## src/rtl/residue.sv

```systemverilog
// residue: 2^nn mod M by shift/conditional-subtract over an ADW-addressed word memory (addr 0 = MSW).
// Latency 1 + length + sum(iterations) + 1 cycles; calculate is ignored while busy, no backpressure.
module residue #(
  parameter int ADW = 8,
  parameter int OPW = 32
) (
  input  logic           clk,
  input  logic           reset,
  input  logic           calculate,
  output logic           ready,
  input  logic [ADW-1:0] length,
  input  logic [15:0]    nn,
  output logic [ADW-1:0] opm_addr,
  input  logic [OPW-1:0] opm_data,
  output logic [ADW-1:0] opa_rd_addr,
  input  logic [OPW-1:0] opa_rd_data,
  output logic [ADW-1:0] opa_wr_addr,
  output logic [OPW-1:0] opa_wr_data,
  output logic           opa_wr_we
);

  typedef enum logic [2:0] {
    S_IDLE, S_INIT, S_LOOP, S_SHIFT, S_CMP, S_SUB, S_DONE
  } state_t;

  state_t         state_q, state_d;
  logic [ADW-1:0] len_q, len_d;
  logic [ADW-1:0] idx_q, idx_d;
  logic [15:0]    nn_q, nn_d;
  logic [15:0]    cnt_q, cnt_d;
  logic           cy_q, cy_d;
  logic           ready_q, ready_d;

  logic [ADW-1:0] len_m1;
  logic [OPW:0]   diff;

  assign len_m1 = len_q - ADW'(1);
  assign diff   = {1'b0, opa_rd_data} - {1'b0, opm_data} - {{OPW{1'b0}}, cy_q};
  assign ready  = ready_q;

  always_ff @(posedge clk or posedge reset) begin
    if (reset) begin
      state_q <= S_IDLE;
      len_q   <= '0;
      idx_q   <= '0;
      nn_q    <= '0;
      cnt_q   <= '0;
      cy_q    <= 1'b0;
      ready_q <= 1'b1;
    end else begin
      state_q <= state_d;
      len_q   <= len_d;
      idx_q   <= idx_d;
      nn_q    <= nn_d;
      cnt_q   <= cnt_d;
      cy_q    <= cy_d;
      ready_q <= ready_d;
    end
  end

  always_comb begin
    state_d     = state_q;
    len_d       = len_q;
    idx_d       = idx_q;
    nn_d        = nn_q;
    cnt_d       = cnt_q;
    cy_d        = cy_q;
    ready_d     = ready_q;
    opm_addr    = '0;
    opa_rd_addr = '0;
    opa_wr_addr = '0;
    opa_wr_data = '0;
    opa_wr_we   = 1'b0;

    case (state_q)
      S_IDLE: begin
        if (calculate) begin
          ready_d = 1'b0;
          len_d   = length;
          nn_d    = nn;
          cnt_d   = '0;
          cy_d    = 1'b0;
          idx_d   = length - ADW'(1);
          state_d = (length == '0) ? S_DONE : S_INIT;
        end
      end

      S_INIT: begin
        opa_rd_addr = idx_q;
        opa_wr_addr = idx_q;
        opa_wr_we   = 1'b1;
        opa_wr_data = (idx_q == len_m1) ? OPW'(1) : '0;
        if (idx_q == '0) state_d = S_LOOP;
        else             idx_d   = idx_q - ADW'(1);
      end

      S_LOOP: begin
        if (cnt_q == nn_q) begin
          state_d = S_DONE;
        end else begin
          state_d = S_SHIFT;
          idx_d   = len_m1;
          cy_d    = 1'b0;
        end
      end

      S_SHIFT: begin
        opa_rd_addr = idx_q;
        opa_wr_addr = idx_q;
        opa_wr_we   = 1'b1;
        opa_wr_data = {opa_rd_data[OPW-2:0], cy_q};
        cy_d        = opa_rd_data[OPW-1];
        if (idx_q == '0) begin
          cnt_d = cnt_q + 16'd1;
          // A shifted-out bit means the value already exceeds M: subtract without comparing.
          if (opa_rd_data[OPW-1]) begin
            state_d = S_SUB;
            idx_d   = len_m1;
            cy_d    = 1'b0;
          end else begin
            state_d = S_CMP;
            idx_d   = '0;
          end
        end else begin
          idx_d = idx_q - ADW'(1);
        end
      end

      S_CMP: begin
        opm_addr    = idx_q;
        opa_rd_addr = idx_q;
        opa_wr_addr = idx_q;
        if (opa_rd_data > opm_data || (opa_rd_data == opm_data && idx_q == len_m1)) begin
          state_d = S_SUB;
          idx_d   = len_m1;
          cy_d    = 1'b0;
        end else if (opa_rd_data < opm_data) begin
          state_d = S_LOOP;
        end else begin
          idx_d = idx_q + ADW'(1);
        end
      end

      S_SUB: begin
        opm_addr    = idx_q;
        opa_rd_addr = idx_q;
        opa_wr_addr = idx_q;
        opa_wr_we   = 1'b1;
        opa_wr_data = diff[OPW-1:0];
        cy_d        = diff[OPW];
        if (idx_q == '0) state_d = S_LOOP;
        else             idx_d   = idx_q - ADW'(1);
      end

      S_DONE: begin
        ready_d = 1'b1;
        state_d = S_IDLE;
      end

      default: state_d = S_IDLE;
    endcase
  end

endmodule

```

## config.mk

```make
export PLATFORM = sky130hd
export DESIGN_NAME = residue
export DESIGN_NICKNAME = d
export VERILOG_FILES = /design/src/rtl/residue.sv
export SDC_FILE = /design/constraint.sdc
export NUM_CORES = 1
export LEC_CHECK = 0
export CAP_MARGIN = 5
export CORE_MARGIN = 2
export CORE_UTILIZATION = 45
export CTS_BUF_LIST = sky130_fd_sc_hd__clkbuf_8
export CTS_CLUSTER_DIAMETER = 50
export CTS_CLUSTER_SIZE = 30
export DETAILED_ROUTE_END_ITERATION = 10
export PLACE_DENSITY = 0.7
export SLEW_MARGIN = 20
export SYNTH_ARGS = -nofsm -noshare
export SYNTH_HDL_FRONTEND = slang
export SYNTH_SLANG_ARGS = --single-unit
```

## constraint.sdc

```tcl
create_clock -name clk -period 6.76 [get_ports clk]
set_input_delay 1.352 -clock clk [delete_from_list [all_inputs] [get_ports clk]]
set_output_delay 1.352 -clock clk [all_outputs]
set_load 0.01 [all_outputs]
```

==> results of run 1 <==
metal layers:
| layer | global-route usage | wire length [um] | vias up |
|---|---|---|---|
| met2 | 0.378 | 8290 | 207 |
| li1 | - | - | 3248 |
| met3 | 0.0259 | 1040 | 26 |
| met4 | 0.0524 | 301 | 0 |
| met5 | 0 | 0 | - |
| met1 | 0.287 | 8000 | 2938 |
layout make-up:
class                           count  area (um^2)  area share
Multi-Input combinational cell    633         4900       0.569
Timing Repair Buffer              153         1520       0.176
Sequential cell                    53         1330       0.154
Inverter                          143          537      0.0622
Tap cell                          188          235      0.0273
Clock buffer                        5         68.8     0.00798
Clock inverter                      3         28.8     0.00334
Antenna cell                        1         2.50    0.000290
stage by stage:
| step | setup WS [ns] | instance area, um^2 |
|---|---|---|
| final | 0.197 | 8620 |
| after global routing | 0.00234 | 8620 |
| after CTS | 0.167 | 8620 |
| after detailed placement | 0.191 | 8520 |
| after global placement | 0.206 | 8520 |
| after floorplan | 1.33 | 6950 |
how the worst min path moves through the flow:
stage / startpoint / endpoint / slack (ns) / cells past startpoint
finish: ready / ready / 0.53 / 2
global route: ready / ready / 0.56 / 2
CTS: ready / ready / 0.54 / 2
detailed placement: nn_q[1] / nn_q[1] / 0.52 / 1
global placement: nn_q[3] / nn_q[3] / 0.51 / 1
floorplan: nn_q[0] / nn_q[0] / 0.50 / 1
kinds of logic after synthesis:
kind of cell             after synthesis
AND/OR/NAND/NOR                      230
adder cells (fa/ha/maj)              101
flip-flops                            53
multiplexers                          28
XOR/XNOR                              86
buffers and inverters                179
AO/OA/AOI/OAI                        188
cells in the final DEF, fill, tap and decap left out, types with 4 or more instances in the layout:
cell	instances
nand2b_1	11
or3_1	5
a31oi_1	5
buf_4	5
nand4_1	15
o31ai_1	5
a21oi_1	50
nand3_1	26
ha_1	99
nor2b_1	4
dfrtp_1	52
mux2_2	24
o221ai_1	5
o32ai_1	4
nor4_1	7
nand2_1	46
o211ai_1	4
o21a_1	6
nor3_1	13
and3_1	9
a22oi_1	5
clkbuf_8	5
and4_1	4
xnor3_1	4
xnor2_1	44
o22ai_1	29
a21o_1	10
clkdlybuf4s50_1	147
inv_1	141
and2_1	20
nor2_1	48
o21ai_0	28
xor2_1	37
power by group:
part	switching, mW	internal [mW]	total (mW)
sequential	0.189	0.432	0.621
combinational	0.787	0.868	1.66
clock	0.124	0.0779	0.202
total	1.10	1.38	2.48
worst max-delay path, delay by kind of cell:
family	cells	cell delay, ns
AO/OA/AOI/OAI	6	1.36
XOR/XNOR	1	0.13
adder cells (fa/ha/maj)	2	0.87
buffers and inverters	4	1.33
AND/OR/NAND/NOR	1	0.18
registers in the layout (all words and copies together), names as in the netlist:
register  cells
cnt_q        16
cy_q          1
idx_q         8
len_q         8
nn_q         16
ready         1
state_q       3
==> flow_metrics.tcl, run 1 <==
set metrics [dict create \
    slew_headroom 0.420 \
    cts_inserted_buffers 5 \
    synth_cells 865 \
    muxShareOfSynthArea 0.0452 \
    maxCapViolations 0 \
    crit_end "opa_wr_data[30]" \
    start_util 0.459 \
    ctsLongestPathBuffers 2 \
    critPathSlowestCell "clkdlybuf4s50_1" \
    status "finished clean" \
    ys_top_cells_by_area "dfrtp_1 (19%), ha_1 (18%), inv_1 (7.7%)" \
    antenna_found_initial 1 \
    dp_hpwl_um 13900 \
    drv_slew 0 \
    cts_sinks 53 \
    ant_nets 0 \
    whs_ns 0.534 \
    worstSetupPathType "in2out" \
    synthAdderAreaFrac 0.184 \
    critPathMaxStageDelay_ns 0.59 \
    wl_um 17600 \
    hp-class "reg2reg" \
    fin_crit_ns 6.56 \
    rsz0062_at_grt "false" \
    tightest_slew_ns 0.868 \
    drive_above_1_share 0.0586 \
    yosysTopAreaCell "dfrtp_1" \
    io_pins 149 \
    final_cells 1179 \
    hold_violations 0 \
    synth_commonest_cells "inv_1 (142), ha_1 (99), dfrtp_1 (52)" \
    nets 1181 \
    cts_hold_buf 0 \
    crit_required_ns 5.41 \
    yosysUniqueCellTypes 77 \
    synth_top_area_frac 0.187 \
    path_clk_slew_ns 0.11 \
    grt_overflow 0 \
    cts_setup_buffers 0 \
    drc_errors 0 \
    insertion_delay_ns 0.32 \
    skew_ns 0.00913 \
    cts_tree "done" \
    grt_pass1_wl_um 29500 \
    min_period_over_period 0.971 \
    ys_warn_count 0 \
    synth_ff_type "dfrtp_1" \
    fmax_ghz 0.152 \
    drt-wirelength-per-cell_um 15.0 \
    synth_nets 1057 \
    startpoint_type "input pin" \
    p_per_area_nw_per_um2 287 \
    via_per_inst 5.44 \
    syn_to_final_growth_pct 24.1 \
    placed_cells 1170 \
    crit_chain "clkdlybuf4s50_1 > inv_1 > fa_1 > fa_1 > nand2b_1 > a31o_1 > o211ai_2 > o22ai_1 > buf_4 > a22o_1 > a211o_1 > xnor2_1 > o22ai_1 > clkdlybuf4s50_1" \
    synth-edff-count 0 \
    fin_setup_tns_ns 0 \
    endpoint_kind "output pin" \
    fillers 1413 \
    total_power_mw 2.48 \
    track_usage 0.217 \
    die_height_um 128 \
    fin_util 0.569 \
    crit_start "opm_data[0]" \
    ir_drop_mv 0.129 \
    first_iter_violations 370 \
    setup_violations 0 \
    cts_resized 0 \
    core-area_um2 15100 \
    synth_top_family_by_area "adder cells" \
    avgSynthCellArea_um2 8.03 \
    r2r_start "cy_q" \
    place.gp.congestion 0.891 \
    critPathMaxFanout 5 \
    dr.pass1.iters 5 \
    reg2reg_depth 13 \
    grt_pass1_vias 6274 \
    yosysSeqAreaShare 0.191 \
    ff2ff_setup_slack_ns 3.37 \
    dr_total_vias 6419 \
    ys_seq_elements 53 \
    portBuffers 148 \
    synth.most_common_cell "inv_1" \
    synthesis.area_um2 6950 \
    async_flop_share 1.00 \
    grt_start_max_net_pins 54 \
    yosys.area_share.simple 0.175 \
    die_w_um 128 \
    p_leak_nw 3.97 \
    cts_root_buf "clkbuf_8" \
    cts_max_level 2 \
    r2r-end "cy_q" \
    dieArea_um2 16500 \
    worstPathArrival_ns 5.21 \
    fp-row-count 45 \
    synthXorXnorAreaFrac 0.118 \
    synth_compound_area_frac 0.183 \
]
(Power assumes the default switching activity.)
==> inputs of run 2 (changes only) <==
GPL_ROUTABILITY_DRIVEN = 0   (was default)
==> results of run 2 <==
The final DEF is identical to that of run 1; final timing and power are the same.
==> inputs of run 3 (changes only) <==
SLEW_MARGIN = 30   (was 20)
==> results of run 3 <==
The final DEF is identical to that of run 1; final timing and power are the same.
